## config.mk

```make
export PLATFORM = sky130hd
export DESIGN_NAME = shiftreg_seq_flat
export DESIGN_NICKNAME = d
export VERILOG_FILES = /design/src/rtl/shiftreg_seq_if.sv /design/src/rtl/shiftreg_seq.sv /design/src/flat_wrapper.sv
export SDC_FILE = /design/constraint.sdc
export NUM_CORES = 1
export LEC_CHECK = 0
export CAP_MARGIN = 20
export CORE_MARGIN = 1
export CORE_UTILIZATION = 57
export DETAILED_ROUTE_END_ITERATION = 16
export GPL_TIMING_DRIVEN = 0
export PLACE_DENSITY = 0.84
export SLEW_MARGIN = 15
export SYNTH_ARGS = -nofsm -noshare
export SYNTH_HDL_FRONTEND = slang
export SYNTH_SLANG_ARGS = --single-unit
```

## constraint.sdc

```tcl
create_clock -name clk -period 7.4 [get_ports clk]
set_clock_uncertainty 0.15 [all_clocks]
set_input_delay 1.11 -clock clk [delete_from_list [all_inputs] [get_ports clk]]
set_output_delay 1.11 -clock clk [all_outputs]
set_load 0.005 [all_outputs]
```

## src/rtl/shiftreg_seq_if.sv

```systemverilog
// Byte-in / shift-register-control bundle for shiftreg_seq.
// The master side feeds bytes and timing; the slave side drives the external 8-bit shift register.
interface shiftreg_seq_if;
    logic [7:0] in_data;
    logic       in_dir;
    logic       in_valid;
    logic       in_ready;
    logic [7:0] div;
    logic [3:0] gap;
    logic       abort;
    logic       sr_sload;
    logic       sr_en;
    logic       sr_dir;
    logic [7:0] sr_data;
    logic       busy;
    logic       done;

    modport master (
        output in_data, in_dir, in_valid, div, gap, abort,
        input  in_ready, sr_sload, sr_en, sr_dir, sr_data, busy, done
    );

    modport slave (
        input  in_data, in_dir, in_valid, div, gap, abort,
        output in_ready, sr_sload, sr_en, sr_dir, sr_data, busy, done
    );
endinterface

```

## src/rtl/shiftreg_seq.sv

```systemverilog
// Sequencer that loads a byte into an external 8-bit shift register and clocks it out
// one bit every DIV+1 cycles, followed by an optional idle gap.
module shiftreg_seq (
    input  logic           clk,
    input  logic           rst_n,
    shiftreg_seq_if.slave  bus
);
    typedef enum logic [1:0] {ST_IDLE, ST_LOAD, ST_SHIFT, ST_GAP} state_e;

    state_e     state_q,    state_d;
    logic [2:0] bit_cnt_q,  bit_cnt_d;
    logic [7:0] per_cnt_q,  per_cnt_d;
    logic [3:0] gap_cnt_q,  gap_cnt_d;
    logic [7:0] div_q,      div_d;
    logic [3:0] gap_q,      gap_d;
    logic [7:0] sr_data_q,  sr_data_d;
    logic       sr_dir_q,   sr_dir_d;
    logic       sr_en_q,    sr_en_d;
    logic       sr_sload_q, sr_sload_d;
    logic       busy_q,     busy_d;
    logic       done_q,     done_d;
    logic       in_ready_q, in_ready_d;

    always_comb begin
        // NOTE: every _d starts from its hold value so no path through the case infers a latch.
        state_d   = state_q;
        bit_cnt_d = bit_cnt_q;
        per_cnt_d = per_cnt_q;
        gap_cnt_d = gap_cnt_q;
        div_d     = div_q;
        gap_d     = gap_q;
        sr_data_d = sr_data_q;
        sr_dir_d  = sr_dir_q;
        done_d    = 1'b0;

        unique case (state_q)
            ST_IDLE: begin
                if (bus.in_valid && in_ready_q && !bus.abort) begin
                    state_d   = ST_LOAD;
                    sr_data_d = bus.in_data;
                    sr_dir_d  = bus.in_dir;
                    div_d     = bus.div;
                    gap_d     = bus.gap;
                end
            end
            ST_LOAD: begin
                state_d   = ST_SHIFT;
                bit_cnt_d = 3'd0;
                per_cnt_d = div_q;
            end
            ST_SHIFT: begin
                if (per_cnt_q != 8'd0) begin
                    per_cnt_d = per_cnt_q - 8'd1;
                end else if (bit_cnt_q != 3'd7) begin
                    bit_cnt_d = bit_cnt_q + 3'd1;
                    per_cnt_d = div_q;
                end else begin
                    done_d = 1'b1;
                    if (gap_q != 4'd0) begin
                        state_d   = ST_GAP;
                        gap_cnt_d = gap_q;
                    end else begin
                        state_d = ST_IDLE;
                    end
                end
            end
            ST_GAP: begin
                if (gap_cnt_q == 4'd1) state_d = ST_IDLE;
                else                   gap_cnt_d = gap_cnt_q - 4'd1;
            end
            default: state_d = ST_IDLE;
        endcase

        if (bus.abort && (state_q != ST_IDLE)) begin
            state_d = ST_IDLE;
            done_d  = 1'b0;
        end

        // NOTE: outputs are decoded from the next state so the registered copies line up with the state they describe.
        sr_sload_d = (state_d == ST_LOAD);
        sr_en_d    = (state_d == ST_LOAD) ||
                     ((state_d == ST_SHIFT) && (per_cnt_d == 8'd0) && (bit_cnt_d != 3'd7));
        busy_d     = (state_d != ST_IDLE);
        in_ready_d = (state_d == ST_IDLE);
    end

    always_ff @(posedge clk or negedge rst_n) begin
        if (!rst_n) begin
            state_q    <= ST_IDLE;
            bit_cnt_q  <= '0;
            per_cnt_q  <= '0;
            gap_cnt_q  <= '0;
            div_q      <= '0;
            gap_q      <= '0;
            sr_data_q  <= '0;
            sr_dir_q   <= 1'b0;
            sr_en_q    <= 1'b0;
            sr_sload_q <= 1'b0;
            busy_q     <= 1'b0;
            done_q     <= 1'b0;
            in_ready_q <= 1'b0;
        end else begin
            // NOTE: non-blocking assignments keep every flop sampling the pre-edge values.
            state_q    <= state_d;
            bit_cnt_q  <= bit_cnt_d;
            per_cnt_q  <= per_cnt_d;
            gap_cnt_q  <= gap_cnt_d;
            div_q      <= div_d;
            gap_q      <= gap_d;
            sr_data_q  <= sr_data_d;
            sr_dir_q   <= sr_dir_d;
            sr_en_q    <= sr_en_d;
            sr_sload_q <= sr_sload_d;
            busy_q     <= busy_d;
            done_q     <= done_d;
            in_ready_q <= in_ready_d;
        end
    end

    assign bus.in_ready = in_ready_q;
    assign bus.sr_sload = sr_sload_q;
    assign bus.sr_en    = sr_en_q;
    assign bus.sr_dir   = sr_dir_q;
    assign bus.sr_data  = sr_data_q;
    assign bus.busy     = busy_q;
    assign bus.done     = done_q;
endmodule

```

## src/flat_wrapper.sv

```systemverilog
// flat-port wrapper written by rule: the top's interface ports become plain ports
module shiftreg_seq_flat 
  (clk, rst_n, bus_in_data, bus_in_dir, bus_in_valid, bus_div, bus_gap, bus_abort, bus_in_ready, bus_sr_sload, bus_sr_en, bus_sr_dir, bus_sr_data, bus_busy, bus_done);
  shiftreg_seq_if bus_i ();
  input  logic clk;
  input  logic rst_n;
  input wire logic [$bits(bus_i.in_data)-1:0] bus_in_data;
  input wire logic [$bits(bus_i.in_dir)-1:0] bus_in_dir;
  input wire logic [$bits(bus_i.in_valid)-1:0] bus_in_valid;
  input wire logic [$bits(bus_i.div)-1:0] bus_div;
  input wire logic [$bits(bus_i.gap)-1:0] bus_gap;
  input wire logic [$bits(bus_i.abort)-1:0] bus_abort;
  output wire logic [$bits(bus_i.in_ready)-1:0] bus_in_ready;
  output wire logic [$bits(bus_i.sr_sload)-1:0] bus_sr_sload;
  output wire logic [$bits(bus_i.sr_en)-1:0] bus_sr_en;
  output wire logic [$bits(bus_i.sr_dir)-1:0] bus_sr_dir;
  output wire logic [$bits(bus_i.sr_data)-1:0] bus_sr_data;
  output wire logic [$bits(bus_i.busy)-1:0] bus_busy;
  output wire logic [$bits(bus_i.done)-1:0] bus_done;
  assign bus_i.in_data = bus_in_data;
  assign bus_i.in_dir = bus_in_dir;
  assign bus_i.in_valid = bus_in_valid;
  assign bus_i.div = bus_div;
  assign bus_i.gap = bus_gap;
  assign bus_i.abort = bus_abort;
  assign bus_in_ready = bus_i.in_ready;
  assign bus_sr_sload = bus_i.sr_sload;
  assign bus_sr_en = bus_i.sr_en;
  assign bus_sr_dir = bus_i.sr_dir;
  assign bus_sr_data = bus_i.sr_data;
  assign bus_busy = bus_i.busy;
  assign bus_done = bus_i.done;
  shiftreg_seq u_core (.clk(clk), .rst_n(rst_n), .bus(bus_i));
endmodule
```

## Yosys cells after proc, flatten, opt, wreduce, memory -nomap -nowiden

Cells that the tools add are included.
Widths: inputs -> output; s select.

- $add $sub $neg: 3
- Eq/ne operators: 12
- Multiplexer cells: 22
- Reduce and logical (&&, ||, !) cells: 17

Operators by type and width:

| cell | number |
|---|---|
| $mux 4 | 4 |
| $mux 8 | 2 |
| $pmux 8 s2 | 1 |
| $mux 2 | 6 |
| $logic_not 8->1 | 1 |
| $pmux 2 s4 | 1 |
| $pmux 4 s2 | 1 |
| $reduce_bool 8->1 | 1 |
| $sub 8x1->8 const B | 1 |
| $eq 2x2->1 const B | 3 |
| $mux 3 | 2 |
| $ne 2x2->1 const B | 3 |
| $ne 3x3->1 const B | 2 |
| $pmux 3 s2 | 1 |
| $reduce_bool 2->1 | 3 |
| $logic_and 1x1->1 | 5 |
| $reduce_and 5->1 | 1 |
| $eq 2x1->1 const B | 2 |
| $eq 4x1->1 const B | 1 |
| $logic_not 2->1 | 2 |
| $mux 1 | 4 |
| $reduce_bool 4->1 | 1 |
| $sub 4x1->4 const B | 1 |
| $add 3x1->3 const B | 1 |
| other kinds (4) | 4 |

- Bits in registers: 43
- Output and inout bits: 14
- Logic and storage cells: 67

## Longest topological paths before layout

Gate-level depths: netlist of the first run.

- Word-level depth: 10
- Mapped depth: 10

## Least setup slack after synthesis of the first run

Ideal clock, no wire load.

- Kind: flip-flop to flip-flop
- Start: register u_core.state_q[1]
- End: register u_core.sr_en_q (netlist: u_core.bus.sr_en)
- Setup time: 0.066 ns
- Arrival: 2.197 ns
- Slack: 4.988 ns
- Stages on the path, launching flop included: 11
- Clock period less this slack: 2.412 ns
- Cell sequence: dfrtp_1 > inv_1 > ha_1 > clkbuf_1 > clkbuf_1 > clkbuf_1 > o21ai_0 > nand2_1 > nand4b_1 > nor4_1 > a31o_1

- Elaborated cells between the ends (all ways): 21

RTL lines:

| what | line | text |
|---|---|---|
| from (decl) | shiftreg_seq.sv:10 | `state_e state_q, state_d;` |
| from (signal assigned) | shiftreg_seq.sv:104 | `state_q <= state_d;` |
| $eq 2x2->1 or $eq 2x1->1 (tied branches) | shiftreg_seq.sv:36 | `unique case (state_q)` |
| $pmux 8 s2 (*) | shiftreg_seq.sv:36 |  |
| named net u_core.per_cnt_d[2] | shiftreg_seq.sv:12 | `logic [7:0] per_cnt_q, per_cnt_d;` |
| $logic_not 8->1 (*) | shiftreg_seq.sv:82 | `((state_d == ST_SHIFT) && (per_cnt_d == 8'd0) && (bit_cnt_d != 3'd7));` |
| $logic_and 1x1->1 (*) (2 in a row) | shiftreg_seq.sv:82 |  |
| $logic_or 1x1->1 (*) | shiftreg_seq.sv:81 | `sr_en_d = (state_d == ST_LOAD) \|\|` |
| named net u_core.sr_en_d | shiftreg_seq.sv:18 | `logic sr_en_q, sr_en_d;` |
| to (signal assigned) | shiftreg_seq.sv:112 | `sr_en_q <= sr_en_d;` |
| to (decl) | shiftreg_seq.sv:18 |  |

Mark *: on every way through the listed nets, which the timed path passes. The rest lies on a longest branch.
A chain may end at the register's enable or synchronous reset.

## Worst setup path in the final report of the first run

Same ends and word-level chain as after synthesis.

==> results_dict.tcl, run 1 <==
set metrics [dict create \
    initial_core_util_pct 59.50 \
    fmax_mhz 316.6 \
    synthTopCellsByArea "dfrtp_1, mux2_2, ha_1, nand2_1, o21ai_0" \
    yosysTopAreaCell "dfrtp_1" \
    p_per_area_nw_per_um2 425.9 \
    crit_arrival_ns 3.24 \
    ff2ff_setup_slack_ns 4.24 \
    setup_viol 0 \
    num-fill-cells 315 \
    cts_tree "done" \
    worst_pin_slew_ns 0.7054 \
    ir_drop_v 0.0002564 \
    synth_seq_cells 43 \
    crit_path_frequent_cell "clkbuf_1" \
    drive_gt1_share_pct 14.75 \
    cts_root_buffer "clkbuf_8" \
    hold_class "register to register" \
    cp_data_required_time_ns 7.48 \
    cp-start-kind "register" \
    wirelength_mm 5.740 \
    seq_area_frac_synth_pct 44.89 \
    crit_type "register to register" \
    die_width_um 66.85 \
    io-pin-count 39 \
    dr.pass1.iters 5 \
    endpoint_kind "register" \
    drv_slew 0 \
    num_rows 23 \
    cts_resized 0 \
    design.die.area_sq_um 4469 \
    critPathSlowestCell "dfrtp_1" \
    outcome "finished clean" \
    dpl-instance-area_sq_um 2855 \
    portBuffers 38 \
    cts_made_buffers 5 \
    clock_path_buffers 2 \
    slowest_delay_ns 0.45 \
    synth_area_sq_um 2397 \
    slew_headroom_pct 52.54 \
    grt_max_degree 28 \
    syn_avg_cell_area_sq_um 10.38 \
    yosys_warnings 0 \
    dpl.hpwl_mm 4.206 \
    vias_per_cell 6.348 \
    hold_violations 0 \
    hold_buffers 0 \
    syn-num-nets 264 \
    cp_max_fo 10 \
    yosysMostFrequentCell "dfrtp_1" \
    post_cts_buffers 0 \
    setup_ws_ns 4.241 \
    overflow 0 \
    finalCritPeriodShare_pct 42.68 \
    clk_latency_ns 0.29 \
    design_area_sq_um 2973 \
    first_iter_violations 241 \
    p_leak_nw 1.263 \
    ant_nets 0 \
    period_needed_ns 3.159 \
    power_w 0.001266 \
    synth_flop_cell "dfrtp_1" \
    grt_pass1_wl_mm 9.108 \
    synthTopCellsByCount "dfrtp_1, mux2_2, nand2_1" \
    pre_cts_slack_ns 4.310 \
    cts_num_sinks 43 \
    async_reset_ff_share_pct 100.0 \
    area_delta_synth_final_pct 24.01 \
    maxCapViolations 0 \
    grt_setup_unrepaired "no" \
    die-height_um 66.85 \
    synth_cells 231 \
    vias 2082 \
    antenna_found_initial 0 \
    grt_pass1_vias 1957 \
    tns_ns 0 \
    placeableCoreArea_sq_um 4029 \
    synth_cell_types 56 \
    wl_per_cell_um 17.50 \
    synth_edf_count 0 \
    grt.total_usage_pct 27.74 \
    path_cells "inv_1 -> ha_1 -> clkbuf_1 -> clkbuf_1 -> clkbuf_1 -> o21ai_0 -> nand2_1 -> nand4b_1 -> nor4_1 -> a31o_1" \
    route.detailed.drc 0 \
    yosysTopAreaCellShare_pct 44.89 \
    antenna_cells 0 \
    fin_nets 310 \
    clk_pin_slew_ns 0.08 \
    htreeDepth 2 \
    gp_congestion 0.9214 \
]
-- sequential cells by signal (all words and copies together) (netlist names) --
| name | count |
|---|---|
| u_core.gap_q | 4 |
| u_core.div_q | 8 |
| u_core.bus.in_ready | 1 |
| u_core.bus.sr_data | 8 |
| u_core.bus.sr_dir | 1 |
| u_core.bit_cnt_q | 3 |
| u_core.bus.sr_en | 1 |
| u_core.per_cnt_q | 8 |
| u_core.gap_cnt_q | 4 |
| u_core.bus.done | 1 |
| u_core.state_q | 2 |
| u_core.bus.sr_sload | 1 |
| u_core.bus.busy | 1 |
-- routing by layer --
metal / up-vias / share of wire, % / track usage (%)
met3: 13 / 6.6 / 3.938
met4: 0 / 1.8 / 12.23
met2: 96 / 48 / 44.57
li1: 962 / - / -
met5: - / 0 / 0
met1: 1011 / 43 / 36.95
-- cell type report --
| class | instances | area (sq um) | share of cell area (%) |
|---|---|---|---|
| plain buffers | 10 | 46.29 | 1.557 |
| clock buffers | 6 | 82.58 | 2.778 |
| clock inverters | 2 | 35.03 | 1.178 |
| inverters | 14 | 52.55 | 1.768 |
| multi-input cells | 164 | 1222 | 41.12 |
| flip-flops and latches | 43 | 1076 | 36.20 |
| well taps | 50 | 62.56 | 2.104 |
| repair buffers | 39 | 395.4 | 13.30 |
-- worst max-delay path, delay by kind of cell, from the launching register on --
kind	cells	cell delay, ns
compound gates	2	0.37
fa+ha+maj	1	0.27
simple gates	3	0.62
flops	1	0.45
buf+inv	4	1.22
-- cells in the final DEF (no fill, tap or decap), types with 3 or more instances in the layout --
cell type / instances
nand3_1: 7
a31oi_1: 5
o21ai_0: 13
nor2_1: 12
nand2_1: 21
nor3_1: 5
clkbuf_8: 6
nand4_1: 3
nor4_1: 4
ha_1: 8
clkbuf_1: 6
nor2b_1: 3
dfrtp_1: 43
a21oi_1: 6
mux2_2: 21
inv_1: 14
o31ai_1: 3
a311oi_1: 4
clkdlybuf4s50_1: 37
o22a_1: 3
-- kinds of logic after synthesis --
kind of cell / synth area share (%)
AO/OA/AOI/OAI: 18.84
XOR/XNOR: 0.3654
adder cells (fa/ha/maj): 4.176
buffers and inverters: 4.123
flip-flops: 44.89
multiplexers: 9.864
AND/OR/NAND/NOR: 17.74
-- report_power, final --
group          total, W  leakage, nW  switching [W]  internal [W]
registers      0.000429        0.533      0.0000898      0.000339
logic          0.000647        0.669       0.000352      0.000295
clock network  0.000190       0.0612      0.0000810      0.000109
-- stage by stage --
| step | instances | utilization (%) | hold WS (ns) |
|---|---|---|---|
| after floorplan | 231 | - | 0.3148 |
| after global placement | 319 | 70.50 | 0.3362 |
| after detailed placement | 320 | 70.87 | 0.3428 |
| after CTS | 328 | 73.79 | 0.3615 |
| after global routing | 328 | 73.79 | 0.3819 |
| final | 328 | 73.79 | 0.3594 |
-- path summary, 6_finish.rpt --
check | start | to | cells past startpoint
setup / recovery | u_core.state_q[1]$_DFF_PN0_ | u_core.bus.sr_en$_DFF_PN0_ | 10
hold reg to reg | u_core.bus.sr_data[1]$_DFFE_PN0P_ | u_core.bus.sr_data[1]$_DFFE_PN0P_ | 1
setup reg to reg | u_core.state_q[1]$_DFF_PN0_ | u_core.bus.sr_en$_DFF_PN0_ | 10
hold / removal | u_core.bus.sr_data[1]$_DFFE_PN0P_ | u_core.bus.sr_data[1]$_DFFE_PN0P_ | 1
min in group asynchronous | rst_n | u_core.per_cnt_q[1]$_DFF_PN0_ | 1
max in group asynchronous | rst_n | u_core.bit_cnt_q[1]$_DFF_PN0_ | 2
No activity file was read; power rests on OpenSTA's default activity.
==> run 2, diff against run 1 <==
--- a/config.mk
+++ b/config.mk
@@ -7,10 +7,10 @@
 export LEC_CHECK = 0
 export CAP_MARGIN = 20
 export CORE_MARGIN = 1
-export CORE_UTILIZATION = 57
+export CORE_UTILIZATION = 53
 export DETAILED_ROUTE_END_ITERATION = 16
 export GPL_TIMING_DRIVEN = 0
-export PLACE_DENSITY = 0.84
+export PLACE_DENSITY = 0.79
 export SLEW_MARGIN = 15
 export SYNTH_ARGS = -nofsm -noshare
 export SYNTH_HDL_FRONTEND = slang
==> constraint.sdc (replaced) <==
create_clock -name clk -period 3 [get_ports clk]
set_clock_uncertainty 0.15 [all_clocks]
set_input_delay 0.45 -clock clk [delete_from_list [all_inputs] [get_ports clk]]
set_output_delay 0.45 -clock clk [all_outputs]
set_load 0.005 [all_outputs]
==> run 2 against run 1 <==
  * Maximum frequency up 12%
  * Final cell count up 0.91%
  * Critical path depth down 2
  * Hold slack worse by 0.0039 ns
  * Die area up 7.3%
  * Count of clock-buffer cells in the layout unchanged
  * Combinational power up 150%
  * Critical endpoint unchanged
  * Largest power group unchanged
==> results_dict.tcl, run 2 (synthesis gave the netlist of run 1 again) <==
set metrics [dict create \
    cts_made_buffers 5 \
    cts_num_sinks 43 \
    period_needed_ns 2.832 \
    hold_violations 0 \
    ant_nets 0 \
    die_width_um 69.26 \
    die-height_um 69.26 \
    hold_class "register to register" \
    slowest_delay_ns 0.56 \
    gp_congestion 0.9289 \
    portBuffers 38 \
    cp_data_required_time_ns 3.04 \
    clk_pin_slew_ns 0.08 \
    ir_drop_v 0.0005660 \
    cts_tree "done" \
    clock_path_buffers 2 \
    endpoint_kind "register" \
    holdWs_ns 0.3555 \
    wirelength_mm 5.413 \
    critPathSlowestCell "or4b_4" \
    overflow 0 \
    antenna_cells 0 \
    setup_ws_ns 0.1682 \
    maxCapViolations 0 \
    grt_pass1_vias 2005 \
    clk_latency_ns 0.29 \
    post_cts_buffers 0 \
    worst_pin_slew_ns 0.8095 \
    crit_type "register to register" \
    cp-start-kind "register" \
    first_iter_violations 312 \
    grt.total_usage_pct 24.63 \
    fmax_mhz 353.1 \
    cp_max_fo 7 \
    power_w 0.003183 \
    ff2ff_setup_slack_ns 0.17 \
    design_area_sq_um 3019 \
    grt_max_degree 28 \
    drv_slew 0 \
    num_rows 24 \
    p_leak_nw 1.287 \
    layout_commonest_cell "dfrtp_1" \
    area_delta_synth_final_pct 25.94 \
    drive_gt1_share_pct 15.77 \
    p_per_area_nw_per_um2 1054 \
    wl_per_cell_um 16.35 \
    vias 2073 \
    final_cell_mix "dfrtp_1, clkdlybuf4s50_1, nand2_1, mux2_2, inv_1" \
    path_cells "inv_1 -> ha_1 -> or4b_4 -> nor3_1 -> a41oi_1 -> nand3_1 -> nor4b_2 -> a31o_1" \
    pre_cts_slack_ns -0.08695 \
    grt_pass1_wl_mm 9.356 \
    initial_core_util_pct 55.06 \
    cts_root_buffer "clkbuf_8" \
    dpl-instance-area_sq_um 2858 \
    route.detailed.drc 0 \
    crit_arrival_ns 2.87 \
    io-pin-count 39 \
    slew_headroom_pct 45.54 \
    crit_buf_inv 1 \
    vias_per_cell 6.263 \
    htreeDepth 2 \
    design.die.area_sq_um 4796 \
    critPathTopFamily "simple AND/OR/NAND/NOR gates" \
    grt_setup_unrepaired "no" \
    dpl.hpwl_mm 3.892 \
    antenna_found_initial 0 \
    fin_nets 311 \
    dr.pass1.iters 4 \
    finalCritPeriodShare_pct 94.39 \
    placeableCoreArea_sq_um 4354 \
    setup_viol 0 \
    outcome "finished clean" \
]
## run 2: through the flow
step                utilization, %  instances  TNS (ns)
global route                 69.34        331         0
finish                       69.34        331         0
CTS                          68.94        331         0
floorplan                        -        231         0
detailed placement           65.63        322  -0.08695
global placement             65.29        321  -0.07839
## run 2: routing by layer
metal  part of all wire [%]  track usage [%]  vias to the layer above
met5                      0                0                        -
met4                    2.7            11.79                        0
met3                    7.4            4.797                       14
met2                     46            37.22                      106
met1                     44            34.17                      989
li1                       -                -                      964
## run 2: final timing paths
kind,from,endpoint,cells after the start
setup / recovery,u_core.per_cnt_q[0]$_DFF_PN0_,u_core.bus.sr_en$_DFF_PN0_,8
hold / removal,u_core.bus.sr_data[3]$_DFFE_PN0P_,u_core.bus.sr_data[3]$_DFFE_PN0P_,1
setup reg to reg,u_core.per_cnt_q[0]$_DFF_PN0_,u_core.bus.sr_en$_DFF_PN0_,8
hold reg to reg,u_core.bus.sr_data[3]$_DFFE_PN0P_,u_core.bus.sr_data[3]$_DFFE_PN0P_,1
max in group asynchronous,rst_n,u_core.per_cnt_q[3]$_DFF_PN0_,3
min in group asynchronous,rst_n,u_core.bus.sr_sload$_DFF_PN0_,2
## run 2: area by class of cell
cell class	instances	area, sq um
Tap cell	52	65.06
Buffer	10	50.05
Clock inverter	2	60.06
Timing Repair Buffer	40	405.4
Multi-Input combinational cell	164	1237
Clock buffer	6	72.57
Sequential cell	43	1076
Fill cell	311	1335
Inverter	14	52.55
## run 2: power by group
| part | internal [W] | leakage, nW | switching (W) |
|---|---|---|---|
| clock network | 0.000333 | 0.0654 | 0.000191 |
| logic | 0.000747 | 0.689 | 0.000852 |
| registers | 0.000837 | 0.533 | 0.000224 |
## run 2: what timing repair did
action | 4_1_cts | 5_1_grt
setup endpoints to repair | 1 | 3
hold endpoints to repair | 16 | 0
hold buffers | 1 | 0
gates resized for setup | 1 | 6
cloned | 0 | 0
pin swaps | 0 | 0
